<file path="config.mk">
export PLATFORM = sky130hd
export DESIGN_NAME = rb_frame_sequencer
export DESIGN_NICKNAME = d
export VERILOG_FILES = /design/src/rtl/rb_frame_sequencer_pkg.sv /design/src/rtl/rb_frame_sequencer_raster.sv /design/src/rtl/rb_frame_sequencer.sv
export SDC_FILE = /design/constraint.sdc
export NUM_CORES = 1
export LEC_CHECK = 0
export ABC_AREA = 0
export BUFFER_PORTS_ARGS = -buffer_cell sky130_fd_sc_hd__buf_2
export CAP_MARGIN = 20
export CELL_PAD_IN_SITES_DETAIL_PLACEMENT = 0
export CELL_PAD_IN_SITES_GLOBAL_PLACEMENT = 1
export CORE_MARGIN = 4
export CORE_UTILIZATION = 30
export CTS_CLUSTER_SIZE = 25
export DETAILED_ROUTE_END_ITERATION = 8
export PLACE_DENSITY = 0.69
export SYNTH_ARGS = -nofsm -noshare
export SYNTH_HDL_FRONTEND = slang
export SYNTH_SLANG_ARGS = --single-unit
</file>
<file path="constraint.sdc">
create_clock -name clk -period 4.2 [get_ports clk]
set_input_delay 0.42 -clock clk [delete_from_list [all_inputs] [get_ports clk]]
set_output_delay 0.42 -clock clk [all_outputs]
set_load 0.005 [all_outputs]
</file>
<file path="src/rtl/rb_frame_sequencer_pkg.sv">
`default_nettype none
// ============================================================================
// Module   : rb_frame_sequencer_pkg
// Purpose  : Shared defaults, state encoding and width helper for the
//            row-buffer frame sequencer.
// Revision : 1.0 - initial release
// ============================================================================
package rb_frame_sequencer_pkg;

  // Default frame geometry: K-row window over an IMG_W x IMG_H image
  localparam int DEF_K     = 3;
  localparam int DEF_IMG_W = 8;
  localparam int DEF_IMG_H = 8;

  // Controller state encoding
  localparam logic [1:0] C_ST_IDLE   = 2'd0;
  localparam logic [1:0] C_ST_PRIME  = 2'd1;
  localparam logic [1:0] C_ST_STREAM = 2'd2;
  localparam logic [1:0] C_ST_DONE   = 2'd3;

  // Buffer-select width; a single row buffer still needs a 1-bit select port
  function automatic int sel_width(input int k);
    return (k > 2) ? $clog2(k - 1) : 1;
  endfunction

endpackage
`default_nettype wire

</file>
<file path="src/rtl/rb_frame_sequencer_raster.sv">
`default_nettype none
// ============================================================================
// Module   : rb_raster_counter
// Purpose  : Raster position tracker: column, row, current row-buffer select
//            and linear pixel address, all advancing together on one beat.
// Revision : 1.0 - initial release
// ============================================================================
module rb_raster_counter #(
  parameter int IMG_W  = 8,
  parameter int K      = 3,
  parameter int COL_W  = $clog2(IMG_W),
  parameter int ROW_W  = 3,
  parameter int SEL_W  = 1,
  parameter int EMEM_W = 6
) (
  input  logic              clk,
  input  logic              rst,
  input  logic              clear,
  input  logic              advance,
  output logic [COL_W-1:0]  col,
  output logic [ROW_W-1:0]  row,
  output logic [SEL_W-1:0]  sel,
  output logic [EMEM_W-1:0] addr,
  output logic              row_end
);

  localparam logic [COL_W-1:0] C_COL_LAST = COL_W'(IMG_W - 1);
  localparam logic [SEL_W-1:0] C_SEL_LAST = SEL_W'(K - 2);

  logic [COL_W-1:0]  r_col;
  logic [ROW_W-1:0]  r_row;
  logic [SEL_W-1:0]  r_sel;
  logic [EMEM_W-1:0] r_addr;

  // Position registers; clear wins so the final beat of a frame returns to origin
  always_ff @(posedge clk or posedge rst) begin
    if (rst) begin
      r_col  <= '0;
      r_row  <= '0;
      r_sel  <= '0;
      r_addr <= '0;
    end else if (clear) begin
      r_col  <= '0;
      r_row  <= '0;
      r_sel  <= '0;
      r_addr <= '0;
    end else if (advance) begin
      r_addr <= r_addr + 1'b1;
      if (r_col == C_COL_LAST) begin
        r_col <= '0;
        r_row <= r_row + 1'b1;
        r_sel <= (r_sel == C_SEL_LAST) ? '0 : r_sel + 1'b1;
      end else begin
        r_col <= r_col + 1'b1;
      end
    end
  end

  assign col     = r_col;
  assign row     = r_row;
  assign sel     = r_sel;
  assign addr    = r_addr;
  assign row_end = (r_col == C_COL_LAST);

endmodule
`default_nettype wire

</file>
<file path="src/rtl/rb_frame_sequencer.sv">
`default_nettype none
// ============================================================================
// Module   : rb_frame_sequencer
// Purpose  : Frame controller for the row-buffer BRAM datapath. Primes K-1
//            row buffers from external memory, then streams one K-row column
//            per beat while recycling the oldest buffer, with throttling.
// Revision : 1.0 - initial release
// ============================================================================
module rb_frame_sequencer
  import rb_frame_sequencer_pkg::*;
#(
  parameter  int K      = DEF_K,
  parameter  int IMG_W  = DEF_IMG_W,
  parameter  int IMG_H  = DEF_IMG_H,
  localparam int COL_W  = $clog2(IMG_W),
  localparam int ROW_W  = $clog2(IMG_H),
  localparam int SEL_W  = sel_width(K),
  localparam int EMEM_W = $clog2(IMG_W * IMG_H)
) (
  input  logic              clk,
  input  logic              rst,
  input  logic              start,
  input  logic              out_ready,
  output logic              busy,
  output logic              done,
  output logic              e_mem_en,
  output logic [EMEM_W-1:0] e_mem_addr,
  output logic              w_bram_en,
  output logic [COL_W-1:0]  w_bram_addr,
  output logic [SEL_W-1:0]  w_bram_sel,
  output logic              r_bram_en,
  output logic [COL_W-1:0]  r_bram_addr,
  output logic [SEL_W-1:0]  steer,
  output logic              steer_en,
  output logic              win_valid
);

  localparam logic [ROW_W-1:0] C_ROW_PRIME_LAST = ROW_W'(K - 2);
  localparam logic [ROW_W-1:0] C_ROW_LAST       = ROW_W'(IMG_H - 1);

  logic [1:0]        r_state;
  logic [1:0]        w_next_state;
  logic              r_win_valid;

  logic [COL_W-1:0]  w_col;
  logic [ROW_W-1:0]  w_row;
  logic [SEL_W-1:0]  w_sel;
  logic [EMEM_W-1:0] w_addr;
  logic              w_row_end;

  logic              w_prime;
  logic              w_stream_beat;
  logic              w_prime_end;
  logic              w_last_beat;
  logic              w_advance;

  assign w_prime       = (r_state == C_ST_PRIME);
  assign w_stream_beat = (r_state == C_ST_STREAM) && out_ready;
  // Last priming beat fills the final buffer; counter wrap already leaves sel=0, row=K-1
  assign w_prime_end   = w_prime && w_row_end && (w_row == C_ROW_PRIME_LAST);
  assign w_last_beat   = w_stream_beat && w_row_end && (w_row == C_ROW_LAST);
  assign w_advance     = w_prime || w_stream_beat;

  rb_raster_counter #(
    .IMG_W  (IMG_W),
    .K      (K),
    .COL_W  (COL_W),
    .ROW_W  (ROW_W),
    .SEL_W  (SEL_W),
    .EMEM_W (EMEM_W)
  ) u_raster (
    .clk     (clk),
    .rst     (rst),
    .clear   (w_last_beat),
    .advance (w_advance),
    .col     (w_col),
    .row     (w_row),
    .sel     (w_sel),
    .addr    (w_addr),
    .row_end (w_row_end)
  );

  // State register
  always_ff @(posedge clk or posedge rst) begin
    if (rst) begin
      r_state <= C_ST_IDLE;
    end else begin
      r_state <= w_next_state;
    end
  end

  // Next-state decode; start only matters in IDLE
  always_comb begin
    w_next_state = r_state;
    case (r_state)
      C_ST_IDLE:   if (start)       w_next_state = C_ST_PRIME;
      C_ST_PRIME:  if (w_prime_end) w_next_state = C_ST_STREAM;
      C_ST_STREAM: if (w_last_beat) w_next_state = C_ST_DONE;
      C_ST_DONE:                    w_next_state = C_ST_IDLE;
      default:                      w_next_state = C_ST_IDLE;
    endcase
  end

  // Output decode; out_ready gates only the streaming enables
  always_comb begin
    busy      = 1'b0;
    done      = 1'b0;
    e_mem_en  = 1'b0;
    w_bram_en = 1'b0;
    r_bram_en = 1'b0;
    steer_en  = 1'b0;
    steer     = '0;
    case (r_state)
      C_ST_PRIME: begin
        busy      = 1'b1;
        e_mem_en  = 1'b1;
        w_bram_en = 1'b1;
      end
      C_ST_STREAM: begin
        busy      = 1'b1;
        steer     = w_sel;
        e_mem_en  = out_ready;
        w_bram_en = out_ready;
        r_bram_en = out_ready;
        steer_en  = out_ready;
      end
      C_ST_DONE: begin
        busy = 1'b1;
        done = 1'b1;
      end
      default: ;
    endcase
  end

  assign e_mem_addr  = w_addr;
  assign w_bram_addr = w_col;
  assign r_bram_addr = w_col;
  assign w_bram_sel  = w_sel;

  // Window valid follows each issued stream beat by one cycle, matching BRAM read latency
  always_ff @(posedge clk or posedge rst) begin
    if (rst) begin
      r_win_valid <= 1'b0;
    end else begin
      r_win_valid <= w_stream_beat;
    end
  end

  assign win_valid = r_win_valid;

endmodule
`default_nettype wire

</file>
==> key figures, run 1 <==
Power and ir drop
  – Clock Power Share: 0.373
  – LEAKAGE: between 0.0005 and 0.0006 µW
  – Logic pwr share: 0.060
  – Reported net switching power: slightly above 60 µW
  – Int Power: approximately 220 µW
  – Pwr/cell area: 259 mW/mm²
  – Switching share of power: 0.222
  – VDD IR max: ~0.12 mV
  – Sequential power share: 0.567

Yosys
  – Yosys warns: 0
  – Yosys top cell area share: 0.437
  – Synth Area per Inst: 10.7 µm²
  – Synthesized area: ~920 µm²
  – Top FF cell, synth: dfrtp_1
  – Top post-synthesis cells by area: dfrtp_1 (44%), ha_1 (15%), buf_4 (4.1%)
  – Unique masters post-synth: 28
  – Yosys top cell by area: dfrtp_1
  – FFs w/ async S/R, synth: 1.00
  – Post-Syn Instances: 86
  – Post-synth EDFFs: 0
  – Yosys reg bits: 16
  – Syn nets: 101
  – Register area share after synthesis: 0.437

Global routing
  – First-pass GRT wire length: approximately 3.2 mm
  – GRT Util Overall: 0.0993
  – Total global routing overflow: 0
  – Vias in the first global route: just under 700
  – Maximum number of pins on one net before global-route repair: 17
  – Antenna violations before repair: 0

Clock tree
  – CTS-repair resized insts: 0
  – CTS sink cnt: 16
  – Worst-Skew Late Latency: around 0.29 ns
  – Clock slew at reported path FFs: approximately 0.10 ns
  – Clock Path Buffers: 2
  – H-tree levels: 1
  – Cts hold-fix bufs: 0
  – Root Buffer: clkbuf_4
  – Num CTS Buffers: 3
  – CTS tree: built
  – Post-CTS setup buffers: 0

Timing
  – # setup viols final: 0
  – Count of final hold-check violations: 0
  – Final Skew: between 0.002 and 0.0025 ns
  – RSZ-0062 raised after global routing: false
  – Worst Max-Slew Pin Slew: between 0.6 and 0.7 ns
  – Clock period minus worst slack: between 2 and 2.5 ns
  – Relative slew slack: 0.593
  – Slew Viols, Final: 0
  – Setup_tns: 0 ns
  – Period utilization: 0.522
  – Achievable Freq: roughly 460 MHz

Floorplanning
  – Effective utilization at floorplan: 0.324
  – Ports: 25
  – Die Ht: approximately 63 µm
  – Die area: 0.00401 mm²
  – Die width: approximately 63 µm
  – Core area: roughly 0.0028 mm²
  – Row count: 19

Worst hold path
  – Worst hold path class: input pin to async pin

Cells and area
  – Net total in the final layout: approximately 120
  – Commonest non-fill, non-tap cell in the layout: buf_2
  – FF/Latch Area: around 400 µm²
  – Area delta synth->final: 16.6%
  – Antenna diodes: 0
  – Layout cell share with drive strength beyond 1: 0.306
  – Most frequent cells in the layout: buf_2 (24), dfrtp_1 (16), ha_1 (11)
  – Area used by multi-input combinational logic: between 400 and 500 µm²
  – Design Area, Final: between 0.001 and 0.0015 mm²
  – Fillers: about 290

Route
  – TritonRoute pass-1 iters: 2
  – WL final: approximately 1.7 mm
  – Drt drc: 0
  – Drt initial violations: 18
  – Via-per-instance ratio: between 4 and 5
  – Vias after detailed routing: 680
  – Routed Antenna Nets: 0
  – Wire length per cell: between 10 and 15 µm

Placement
  – Total placed instance area: ~0.0010 mm²
  – Final RePlAce weighted congestion: between 0.7 and 0.8
  – Hpwl dp: roughly 1.3 mm
  – I/O Buffers: 24

Setup path
  – CP Data Arrival Time: 1.77 ns
  – Crit-path cells: inv_1 -> ha_1 -> a21o_1 -> and2_1 -> buf_2
  – Worst endpoint required time: between 3 and 4 ns
  – Max stage delay on crit path: between 0.4 and 0.5 ns
  – Setup Crit Path Kind: register to output port
  – Worst setup SP type: register
  – Slowest-stage cell, CP: dfrtp_1
  – Setup crit end kind: output port
  – CP Max Fanout: 8

Run
  – MaxCap Viol Count: 0

Status
  – Outcome: complete, no violations
synthesized netlist by cell type, drive strengths merged (2+ instances only):
library cell / count
buf: 6
a22o: 2
inv: 7
o21ai: 3
a21oi: 7
mux2: 2
nand2: 5
nand3: 2
or3: 2
ha: 11
nand4: 3
dfrtp: 16
a21o: 2
mux2i: 3
nor2: 2
and2: 4
cell families (layout without fill, tap and decap cells):
family / count (synthesis) / in the layout / synth area share
and+or+nand+nor: 24 / 24 / 0.153
buffers and inverters: 13 / 35 / 0.0750
muxes: 5 / 5 / 0.0573
DFF: 16 / 16 / 0.437
AOI/OAI and AO/OA: 17 / 17 / 0.128
adders and majority gates: 11 / 11 / 0.150
registers in the layout, summed over array words and instances, names as in the netlist:
signal and count:
u_raster.col 3, win_valid 1, u_raster.row 3, u_raster.sel 1
u_raster.addr 6, r_state 2
worst max-delay path, delay by kind of cell (launching register included):
family,cells,cell delay [ns]
DFF,1,0.44
adders and majority gates,1,0.35
AOI/OAI and AO/OA,1,0.29
buffers and inverters,2,0.23
and+or+nand+nor,1,0.18
metal layers:
metal,GRT usage,wire length [µm],vias up
li1,-,-,345
met1,0.131,869,314
met2,0.145,715,17
met3,0.0373,109,4
met4,0.0404,21,0
met5,0,0,-
through the flow:
stage                util  total power [µW]  std cells  worst slack (ns)  hold WS (ns)
finish              0.378               277        139              2.01         0.184
CTS                 0.378               285        139              1.97         0.200
global placement    0.365               177        135              2.34         0.490
floorplan               -               172         86              2.48         0.334
detailed placement  0.365               177        135              2.30         0.486
global route        0.378               295        139              1.83         0.216
power groups by stage:
stage	registers, µW	clock network [µW]	logic, µW
global placement	160	0	17.4
floorplan	160	0	11.6
CTS	157	111	17.5
detailed placement	160	0	17.4
finish	157	103	16.7
global route	157	118	19.5
worst paths after layout:
check | start | to | slack, ns | cells past startpoint
setup / recovery | r_state[0] | e_mem_en | 2.01 | 5
hold / removal | rst | u_raster.addr[2] | 0.18 | 2
setup reg to reg | r_state[0] | r_state[1] | 2.31 | 5
hold reg to reg | u_raster.sel | u_raster.sel | 0.50 | 1
max in group asynchronous | rst | u_raster.addr[3] | 3.62 | 2
min in group clk | out_ready | win_valid | 0.45 | 2
final cells by class:
cell class                 count  area share
multi-input combinational     57       0.419
tap                           31      0.0363
timing repair buffer          24       0.112
clock buffer                   4      0.0339
inverter                       7      0.0246
sequential                    16       0.374
No activity file was read; power rests on OpenSTA's default activity.
==> inputs of run 2 (changes only) <==
Settings changed: PLACE_DENSITY 0.69 to 0.72.
Clock period 4.2 ns to 1.9 ns, I/O delays scaled along.
==> run 2 against run 1 <==
Compared with the run above: core utilization rose by 1.8 points; cell area rose by 4.7%; total power rose by 120%; wire length rose by 5.0%; clock power rose by 120%; largest cell class unchanged; sequential share of layout area fell by 1.7 points; critical endpoint unchanged.
==> key figures, run 2 (synthesis gave the netlist of run 1 again) <==
Worst hold path
  – Hold Path Sink: win_valid
  – Hold path cells: 2
  – Hold_sp: out_ready
  – Worst hold path class: input pin to register

Floorplanning
  – Ports: 25
  – Core area: between 0.002 and 0.003 mm²
  – Die Ht: about 63 µm
  – Row count: 19
  – Effective utilization at floorplan: 0.324
  – Die width: 63.3 µm
  – Die area: about 0.0040 mm²

Global routing
  – Maximum number of pins on one net before global-route repair: 17
  – Antenna violations before repair: 0
  – Vias in the first global route: between 700 and 800
  – GRT Util Overall: 0.0964
  – First-pass GRT wire length: 3.11 mm
  – Total global routing overflow: 0

Cells and area
  – Design Area, Final: 0.00112 mm²
  – Layout cell share with drive strength beyond 1: 0.345
  – Net total in the final layout: 129
  – Fillers: 276
  – Area delta synth->final: 22.1%
  – Antenna diodes: 0
  – Largest register FFs: 6
  – Most frequent cells in the layout: buf_2 (24), dfrtp_1 (16), ha_1 (10)
  – Commonest non-fill, non-tap cell in the layout: buf_2

Route
  – Drt initial violations: 21
  – Routed Antenna Nets: 0
  – Wire length per cell: roughly 13 µm
  – WL final: 1.80 mm
  – Drt drc: 0
  – Via-per-instance ratio: 4.78
  – Vias after detailed routing: a little under 700
  – TritonRoute pass-1 iters: 4

Setup path
  – R2r endpoint: r_state[1]
  – Worst setup SP type: register
  – Worst r2r src: u_raster.col[0]
  – Slowest-stage cell, CP: dfrtp_1
  – CP Max Fanout: 7
  – Max stage delay on crit path: 0.38 ns
  – Reg-to-reg slack, setup: roughly 0.14 ns
  – Crit-path cells: buf_4 -> ha_1 -> a21o_4 -> and2_1 -> buf_2
  – CP Data Arrival Time: approximately 1.6 ns
  – Setup Crit Path Kind: register to output port
  – Worst reg2reg path depth: 5
  – Setup crit end kind: output port
  – Worst endpoint required time: ~1.7 ns

Power and ir drop
  – Logic pwr share: 0.069
  – Clock Power Share: 0.366
  – Sequential power share: 0.565
  – Reported net switching power: around 130 µW
  – Int Power: roughly 480 µW
  – VDD IR max: roughly 0.27 mV
  – Switching share of power: 0.218
  – Pwr/cell area: roughly 550 mW/mm²
  – LEAKAGE: just under 0.0006 µW

Clock tree
  – Post-CTS setup buffers: 0
  – Clock slew at reported path FFs: ~0.090 ns
  – Num CTS Buffers: 3
  – CTS sink cnt: 16
  – H-tree levels: 1
  – Clock Path Buffers: 2
  – Worst-Skew Late Latency: 0.28 ns
  – Root Buffer: clkbuf_4
  – CTS tree: built

Placement
  – Final RePlAce weighted congestion: 0.715
  – Hpwl dp: approximately 1.5 mm
  – I/O Buffers: 24
  – Total placed instance area: between 0.001 and 0.0015 mm²

Timing
  – Clock period minus worst slack: 1.79 ns
  – RSZ-0062 raised after global routing: false
  – Worst Max-Slew Pin Slew: 0.614 ns
  – Setup_tns: 0 ns
  – Slew Viols, Final: 0
  – Count of final hold-check violations: 0
  – # setup viols final: 0
  – Relative slew slack: 0.590
  – Final Skew: about 0.0045 ns
  – Period utilization: 0.942
  – Achievable Freq: between 500 and 600 MHz

Run
  – MaxCap Viol Count: 0

Status
  – Outcome: complete, no violations
[run 2: critical path, delay by kind of cell, from the launching register on]
| kind | cells | cell delay [ns] |
|---|---|---|
| adder cells (fa/ha/maj) | 1 | 0.26 |
| buffers and inverters | 2 | 0.27 |
| flip-flops | 1 | 0.38 |
| AND/OR/NAND/NOR | 1 | 0.17 |
| AO/OA/AOI/OAI | 1 | 0.24 |
[run 2: final cells by class]
| class | instances | area [µm²] | share of cell area |
|---|---|---|---|
| inverter | 7 | 26.3 | 0.0235 |
| timing repair buffer | 29 | 160 | 0.143 |
| multi-input combinational | 57 | 458 | 0.409 |
| tap | 31 | 38.8 | 0.0346 |
| sequential | 16 | 400 | 0.358 |
| clock buffer | 4 | 36.3 | 0.0324 |
[run 2: power groups by stage]
stage	sequential [µW]	clock (µW)	combinational, µW
2_1_floorplan	354	0	25.6
3_3_place_gp	353	0	40.4
3_5_place_dp	353	0	41.5
4_1_cts	346	234	43.2
5_1_grt	347	248	49.1
6_report	346	224	42.4
[run 2: metal layers]
| layer | vias up | GRT usage | share of wire |
|---|---|---|---|
| met5 | - | 0 | 0 |
| met4 | 0 | 0.0512 | 0.022 |
| met3 | 5 | 0.0320 | 0.060 |
| met2 | 15 | 0.169 | 0.51 |
| met1 | 317 | 0.102 | 0.40 |
| li1 | 351 | - | - |
[run 2: worst max path at each step]
stage	from	to	slack, ns
2_1_floorplan	u_raster.col[0]	r_state[1]	0.18
3_3_place_gp	u_raster.col[0]	r_state[1]	0.18
3_5_place_dp	u_raster.col[0]	r_state[1]	0.14
4_1_cts	r_state[0]	e_mem_en	0.04
5_1_grt	r_state[1]	e_mem_en	0.02
6_report	r_state[0]	e_mem_en	0.11
[run 2: through the flow]
stage,total power [µW],utilization,worst slack [ns],cells,hold slack (ns)
global route,644,0.396,0.0202,144,0.244
global placement,394,0.376,0.176,139,0.295
CTS,624,0.393,0.0439,144,0.232
detailed placement,395,0.376,0.145,139,0.307
floorplan,379,-,0.178,86,0.104
finish,613,0.396,0.111,144,0.243
[run 2: what timing repair did]
item	CTS	global route
resized for setup	1	1
hold endpoints to repair	16	0
endpoints found under the setup margin	2	2
hold buffers	1	0
